==> src/rtl/uart_tx_sched.sv <==
// uart_tx_sched: round-robin scheduler sharing one UART transmitter among NUM_REQ byte producers; define TX_TIMEOUT_EN to abort a handshake the UART never acknowledges
module uart_tx_sched #(
  parameter int NUM_REQ     = 4,
  parameter int TIMEOUT_CYC = 65535
) (
  input  logic                 clk,
  input  logic                 rst,
  input  logic [NUM_REQ-1:0]   req_valid,
  input  logic [8*NUM_REQ-1:0] req_data,
  output logic [NUM_REQ-1:0]   req_ready,
  output logic                 xmit,
  output logic [7:0]           xmit_data,
  input  logic                 xmit_done,
  output logic                 busy,
  output logic [2:0]           grant_id,
  output logic [15:0]          tx_count,
  output logic                 err_timeout
);
  typedef enum logic [1:0] {IDLE, HOLD, WAIT_DONE} state_t;
  state_t state, state_n;
  logic [2:0] rr_ptr, rr_ptr_n, g, grant_id_n;
  logic [3:0] d, best;
  logic [7:0] g_byte, xmit_data_n;
  logic [NUM_REQ-1:0] req_ready_n;
  logic xmit_n;
  logic [15:0] tx_count_n;
`ifdef TX_TIMEOUT_EN
  logic [15:0] hold_cnt, hold_cnt_n;
  logic err_n;
`endif
  assign busy = state != IDLE;
  // pick the valid requester closest to rr_ptr going upward with wrap
  always_comb begin
    g = '0;
    g_byte = '0;
    best = 4'(NUM_REQ);
    d = '0;
    for (int i = 0; i < NUM_REQ; i++) begin
      d = (3'(i) >= rr_ptr) ? 4'(3'(i) - rr_ptr) : 4'(i + NUM_REQ) - 4'(rr_ptr);
      if (req_valid[i] && d < best) begin
        best = d;
        g = 3'(i);
        g_byte = req_data[8*i +: 8];
      end
    end
  end
  // next-state and next-output decisions for the grant/hold/wait handshake
  always_comb begin
    state_n = state;
    rr_ptr_n = rr_ptr;
    req_ready_n = '0;
    xmit_n = xmit;
    xmit_data_n = xmit_data;
    grant_id_n = grant_id;
    tx_count_n = tx_count;
`ifdef TX_TIMEOUT_EN
    hold_cnt_n = hold_cnt;
    err_n = 1'b0;
`endif
    if (state == IDLE) begin
      if (xmit_done && |req_valid) begin
        state_n = HOLD;
        xmit_n = 1'b1;
        xmit_data_n = g_byte;
        req_ready_n = NUM_REQ'(1) << g;
        grant_id_n = g;
        rr_ptr_n = (g == 3'(NUM_REQ-1)) ? 3'd0 : g + 3'd1;
`ifdef TX_TIMEOUT_EN
        hold_cnt_n = '0;
`endif
      end
    end else if (state == HOLD) begin
      if (!xmit_done) begin
        xmit_n = 1'b0;
        state_n = WAIT_DONE;
      end
`ifdef TX_TIMEOUT_EN
      else if (hold_cnt == 16'(TIMEOUT_CYC-1)) begin
        xmit_n = 1'b0;
        err_n = 1'b1;
        state_n = IDLE;
      end else hold_cnt_n = hold_cnt + 16'd1;
`endif
    end else if (xmit_done) begin
      tx_count_n = tx_count + 16'd1;
      state_n = IDLE;
    end
  end
  // all state and outputs registered; reset drops xmit without waiting for a clock
  always_ff @(posedge clk or posedge rst) begin
    if (rst) begin
      state <= IDLE;
      rr_ptr <= '0;
      req_ready <= '0;
      xmit <= 1'b0;
      xmit_data <= '0;
      grant_id <= '0;
      tx_count <= '0;
    end else begin
      state <= state_n;
      rr_ptr <= rr_ptr_n;
      req_ready <= req_ready_n;
      xmit <= xmit_n;
      xmit_data <= xmit_data_n;
      grant_id <= grant_id_n;
      tx_count <= tx_count_n;
    end
  end
`ifdef TX_TIMEOUT_EN
  // hold-cycle counter and one-cycle timeout pulse
  always_ff @(posedge clk or posedge rst) begin
    if (rst) begin
      hold_cnt <= '0;
      err_timeout <= 1'b0;
    end else begin
      hold_cnt <= hold_cnt_n;
      err_timeout <= err_n;
    end
  end
`else
  assign err_timeout = 1'b0;
`endif
endmodule

==> config.mk <==
export PLATFORM = sky130hd
export DESIGN_NAME = uart_tx_sched
export DESIGN_NICKNAME = d
export VERILOG_FILES = /design/src/rtl/uart_tx_sched.sv
export SDC_FILE = /design/constraint.sdc
export NUM_CORES = 1
export LEC_CHECK = 0
export CORE_UTILIZATION = 48
export DETAILED_ROUTE_END_ITERATION = 10
export PLACE_DENSITY = 0.95
export RECOVER_POWER = 100
export SLEW_MARGIN = 40
export SYNTH_ARGS = -nofsm -noshare
export SYNTH_HDL_FRONTEND = slang
export SYNTH_SLANG_ARGS = --single-unit
==> constraint.sdc <==
create_clock -name clk -period 12.4 [get_ports clk]
set_input_delay 1.24 -clock clk [delete_from_list [all_inputs] [get_ports clk]]
set_output_delay 1.24 -clock clk [all_outputs]
set_load 0.005 [all_outputs]
=== After elaboration in Yosys (flattened, before gate mapping) ===
Index checks and enable logic that the tools add are counted.

* $add $sub $neg: 10
* $lt $le $gt $ge: 8
* Equality and inequality tests: 5
* Shifts and indexed selects: 1
* Muxes and demuxes: 26
* Bitwise operators: 2
* Reductions and logical operators: 14

{| class="wikitable"
|+ Operators by type and width
! cell !! count
|-
| $mux 4 || 9
|-
| $mux 8 || 4
|-
| $add 16x1->16 const B || 1
|-
| $sub 3x3->4 const A || 4
|-
| $lt 4x4->1 || 3
|-
| $mux 2 || 5
|-
| $mux 3 || 3
|-
| $reduce_and 3->1 || 3
|-
| $sub 1x3->4 const A || 2
|-
| $sub 2x3->4 const A || 2
|-
| $ge 1x3->1 const A || 2
|-
| $ge 2x3->1 const A || 2
|-
| $logic_and 1x1->1 || 5
|-
| $mux 1 || 5
|-
| $lt 4x3->1 const B || 1
|-
| $ne 2x1->1 const B || 2
|-
| $reduce_bool 2->1 || 2
|-
| $reduce_or 4->1 || 1
|-
| $shl 1x3->4 const A || 1
|-
| $add 3x1->3 const B || 1
|-
| $eq 3x2->1 const B || 1
|-
| $ne 3x3->1 const B || 1
|-
| $reduce_bool 3->1 || 1
|-
| $eq 2x1->1 const B || 1
|-
| 3 further kinds || 4
|}

* Register bits: 37
* Input bits: 39
* Output and inout port bits: 34
* Word-level logic and storage cells: 73

=== Depth between registers and ports, before layout ===
* Word-level depth: 17
* Gate-level depth with buffers: 24
* Gate-level depth less buffers: 22

=== Worst setup path before layout ===
Ideal clock, no wire load.

* Path type: input port to flip-flop
* Start: input req_valid[0]
* End: register rr_ptr[1]
* Setup time: 0.134 ns
* Arrival time: 4.803 ns
* Data required time: 12.266 ns
* Path slack: 7.463 ns
* Cell stages on the path: 22
* Path buffers: 2
* Cell sequence: nand2_1 > ha_1 > and2_1 > a221oi_1 > clkbuf_1 > nor2_1 > a21oi_1 > ha_1 > o211ai_1 > a31oi_1 > nand4bb_1 > clkbuf_1 > nand2_1 > o21ai_0 > ha_1 > o211ai_1 > o2111ai_4 > and2_2 > inv_1 > ha_1 > nand2_1 > o21ai_0

* Longest elaborated chain between the ends: 13
* Elaborated cells between the ends (all ways): 19
* Classes of those cells: add/sub (1); order compare (3); eq/ne (1); mux (7); reduce/logical (7)

{| class="wikitable"
|+ RTL lines
! what !! line !! text
|-
| start: declaration || 8 || <nowiki>input logic [NUM_REQ-1:0] req_valid,</nowiki>
|-
| $logic_and 1x1->1 * || 40 || <nowiki>if (req_valid[i] && d < best) begin</nowiki>
|-
| $mux 4 * || 40 ||
|-
| $lt 4x4->1 || 40 ||
|-
| $logic_and 1x1->1 || 40 ||
|-
| $mux 4 * || 40 ||
|-
| $lt 4x4->1 || 40 ||
|-
| $logic_and 1x1->1 || 40 ||
|-
| $mux 4 || 40 ||
|-
| $lt 4x4->1 || 40 ||
|-
| $logic_and 1x1->1 || 40 ||
|-
| $mux 3 * || 40 ||
|-
| net g[1] || 21 || <nowiki>logic [2:0] rr_ptr, rr_ptr_n, g, grant_id_n;</nowiki>
|-
| $add 3x1->3 or $eq 3x2->1 (tied branches) || 67 || <nowiki>rr_ptr_n = (g == 3'(NUM_REQ-1)) ? 3'd0 : g + 3'd1;</nowiki>
|-
| $mux 3 * || 67 ||
|-
| end signal: assignment || 101 || <nowiki>rr_ptr <= rr_ptr_n;</nowiki>
|-
| end: declaration || 21 ||
|}

Mark *: on every way through the listed nets, which the timed path passes. The rest lies on a longest branch.
A chain may end at the register's enable or synchronous reset.

=== Worst setup path in the final report ===
Same ends and word-level chain as after synthesis.

==> summary.txt <==
Timing
  – Post-route setup TNS: 0 ps
  – Skew final: 9.295 ps
  – Worst setup margin: 6239 ps
  – Endpoints failing hold: 0
  – Final period utilization: 49.69%
  – Slew HR: -24.91%
  – Slew Limit Fails: 36
  – Final setup viols: 0
  – Crit path time final: 6161 ps
  – RSZ-0062 raised after global routing: no
  – Worst slew pin tran: 1874 ps
  – Achievable Freq: 162.3 MHz

Route
  – DRC errors left: 0
  – Vias per inst: 5.319
  – Routed Antenna Nets: 0
  – Met2 wire length: 2.349 mm
  – Met3 routed WL: 167 um
  – 1st-pass router iterations: 4
  – Routed wire length: 4.735 mm
  – Vias: 1734
  – Avg WL per Cell: 14.52 um
  – Max layer used: met4
  – 1st-iter DRT viols: 97
  – Wl on met1: 2.097 mm

Synthesis
  – Main combinational cell family by area after synthesis: compound AO/OA/AOI/OAI gates
  – Yosys reg bits: 35
  – Mapped Cells: 200
  – Synth cell types: 41
  – Post-synth top area share: 43.72%
  – Synth Area in Compound Gates: 19.86%
  – Yosys Warn Count: 0
  – Proportion of synthesized chip area in sequential cells: 43.72%
  – Main synth FF type: dfrtp_1
  – Leading post-synthesis cells by cell area: dfrtp_1, ha_1, o221ai_2
  – Adder-cell share of the synthesized area: 6.871%
  – Ys async rst share: 100.0%
  – Count leader, synth: dfrtp_1
  – Area leader, netlist: dfrtp_1
  – EDFF count, synth: 0
  – Mux cell area share after synthesis: 0.5621%
  – Post-synth top cells: dfrtp_1, nand2_1, inv_1, nor2_1, o21ai_0
  – Xor and xnor area share after synthesis: 6.558%
  – Synth Area in Simple Gates: 15.68%
  – Syn Area/Cell: 10.02 um2
  – Synthesized area: 2003 um2

Status
  – Failing checks: capacitance limit, slew limit
  – Status: finished with violations

Worst setup path
  – CP endpoint kind: register
  – Worst EP required: 12550 ps
  – Data arrival, critical path: 6310 ps
  – Crit path max fanout: 13
  – CP delay by family, top: compound AO/OA/AOI/OAI gates
  – Delay of the slowest cell on the worst path: 650 ps
  – Slowest-stage cell, CP: dlygate4sd3_1
  – Kind of start point of the critical path: input pin
  – Bufs and invs on worst path: 3
  – WS Path Type: input pin to register
  – Crit-path cells: dlygate4sd3_1 -> nand2_1 -> ha_1 -> and2_1 -> a221oi_1 -> clkbuf_1 -> nor2_1 -> a21oi_1 -> ha_1 -> o211ai_1 -> a31oi_1 -> nand4bb_1 -> nand2_1 -> o21ai_0 -> ha_1 -> o211ai_1 -> o2111ai_1 -> and2_0 -> inv_1 -> ha_1 -> nand2_1 -> o21ai_0
  – Worst path most repeated cell: ha_1

Global route
  – Pin count of the biggest net entering global routing: 36
  – First-pass GRT wire length: 7.327 mm
  – GRT Total Usage: 21.99%
  – Vias in the first global route: 1653
  – Initial antenna violation count: 0
  – Congestion Overflow GR: 0

Power and ir drop
  – Leak Pwr: 1.284 nW
  – Power Dens Cells: 152.4 nW/um2
  – Worst VDD drop: 89.75 uV

Clocking
  – Root Buffer: clkbuf_8
  – CTS tree: built
  – Setup bufs post-CTS: 0
  – TritonCTS Buffers: 5
  – Clock sink total: 35
  – Worst-skew pair later-pin latency: 290 ps
  – CTS Hold Bufs: 0
  – Cts repair resizes: 0
  – # H-tree levels: 2
  – Worst-path clk slew: 70 ps
  – Maximum clock path buffer count: 2

Die
  – Number of cell rows: 23
  – I/O pins: 73
  – Core area: 4000 um2
  – Die extent in x: 66.60 um
  – Die area: 4436 um2
  – Die height: 66.60 um
  – Initial core utilization: 50.08%

Layout
  – Fill cells: 300
  – Layout cell share with drive strength beyond 1: 6.884%
  – Area Growth Syn to Fin: 38.16%
  – Nets: 325
  – Antenna Cells: 0
  – Post-layout util: 69.19%

Place
  – Final HPWL DP: 3.649 mm
  – Worst slack, placed: 6465 ps
  – Placer congestion estimate: 0.8889
  – # port buffers: 70

Worst hold path
  – Hold Path Class: register to register

Flow run
  – Number of max-cap violations: 1
==> flip-flops by register name, summed over array words and instances, names as in the netlist <==
register,cells
grant_id,2
req_ready,4
rr_ptr,2
state,2
tx_count,16
xmit,1
xmit_data,8
==> through the flow <==
step | cells | hold WS, ps | area, um2 | total power, mW
after floorplan | 206 | 449.8 | 2026 | 0.2749
after global placement | 318 | 460.9 | 2744 | 0.3549
final | 326 | 463.8 | 2768 | 0.4219
after detailed placement | 318 | 465.0 | 2750 | 0.3659
after CTS | 326 | 474.4 | 2831 | 0.4461
after global routing | 326 | 480.9 | 2768 | 0.4550
==> routing by layer <==
layer	GRT usage [%]	vias to the layer above
met4	7.979	0
met3	4.966	12
li1	-	841
met2	35.48	42
met1	28.65	839
met5	0	-
==> worst paths after layout <==
| kind | startpoint | end | slack [ps] | cells after the start |
|---|---|---|---|---|
| setup reg to reg | rr_ptr[0] | rr_ptr[1] | 7000 | 23 |
| hold / removal | tx_count[15] | tx_count[15] | 460 | 1 |
| max in group asynchronous | rst | tx_count[0] | 9220 | 3 |
| setup / recovery | req_valid[0] | rr_ptr[1] | 6240 | 22 |
| min in group asynchronous | rst | tx_count[10] | 2090 | 3 |
| hold reg to reg | tx_count[15] | tx_count[15] | 460 | 1 |
==> cell families (layout without fill, tap and decap cells) <==
family                   after synthesis  count (layout)
AO/OA/AOI/OAI                         44              44
XOR/XNOR                              15              15
adder cells (fa/ha/maj)               11              11
buffers and inverters                 28              98
flip-flops                            35              35
multiplexers                           1               1
other                                  2               8
AND/OR/NAND/NOR                       64              64
==> layout by cell type, fill, tap and decap left out, types with 2 or more instances in the layout <==
cell type / n
clkbuf_1: 4
o21ai_0: 13
and3_1: 2
and2_0: 3
nor3_1: 2
conb_1: 8
nand3_1: 7
nor2_1: 14
dlygate4sd3_1: 35
dfrtp_1: 35
clkbuf_8: 5
a21oi_1: 3
or2_2: 2
nor2b_1: 2
inv_1: 18
o211ai_1: 4
clkdlybuf4s50_1: 35
xnor2_1: 12
o2111ai_1: 2
a221o_2: 8
xor2_1: 3
and2_1: 2
o221ai_1: 7
nand2_1: 23
ha_1: 11
==> where the power goes <==
group / leakage, nW / switching [mW] / internal, mW
sequential: 0.454 / 0.0224 / 0.143
combinational: 0.788 / 0.0826 / 0.0944
clock: 0.0422 / 0.0398 / 0.0394
==> final cells by class <==
class / count / area [um2] / area share [%]
Multi-Input combinational cell: 143 / 972.2 / 35.13
Timing Repair Buffer: 72 / 708.2 / 25.59
Clock inverter: 1 / 5.005 / 0.1808
Sequential cell: 35 / 875.8 / 31.65
Tap cell: 50 / 62.56 / 2.260
Clock buffer: 7 / 76.32 / 2.758
Inverter: 18 / 67.56 / 2.441
(Power assumes the default switching activity.)
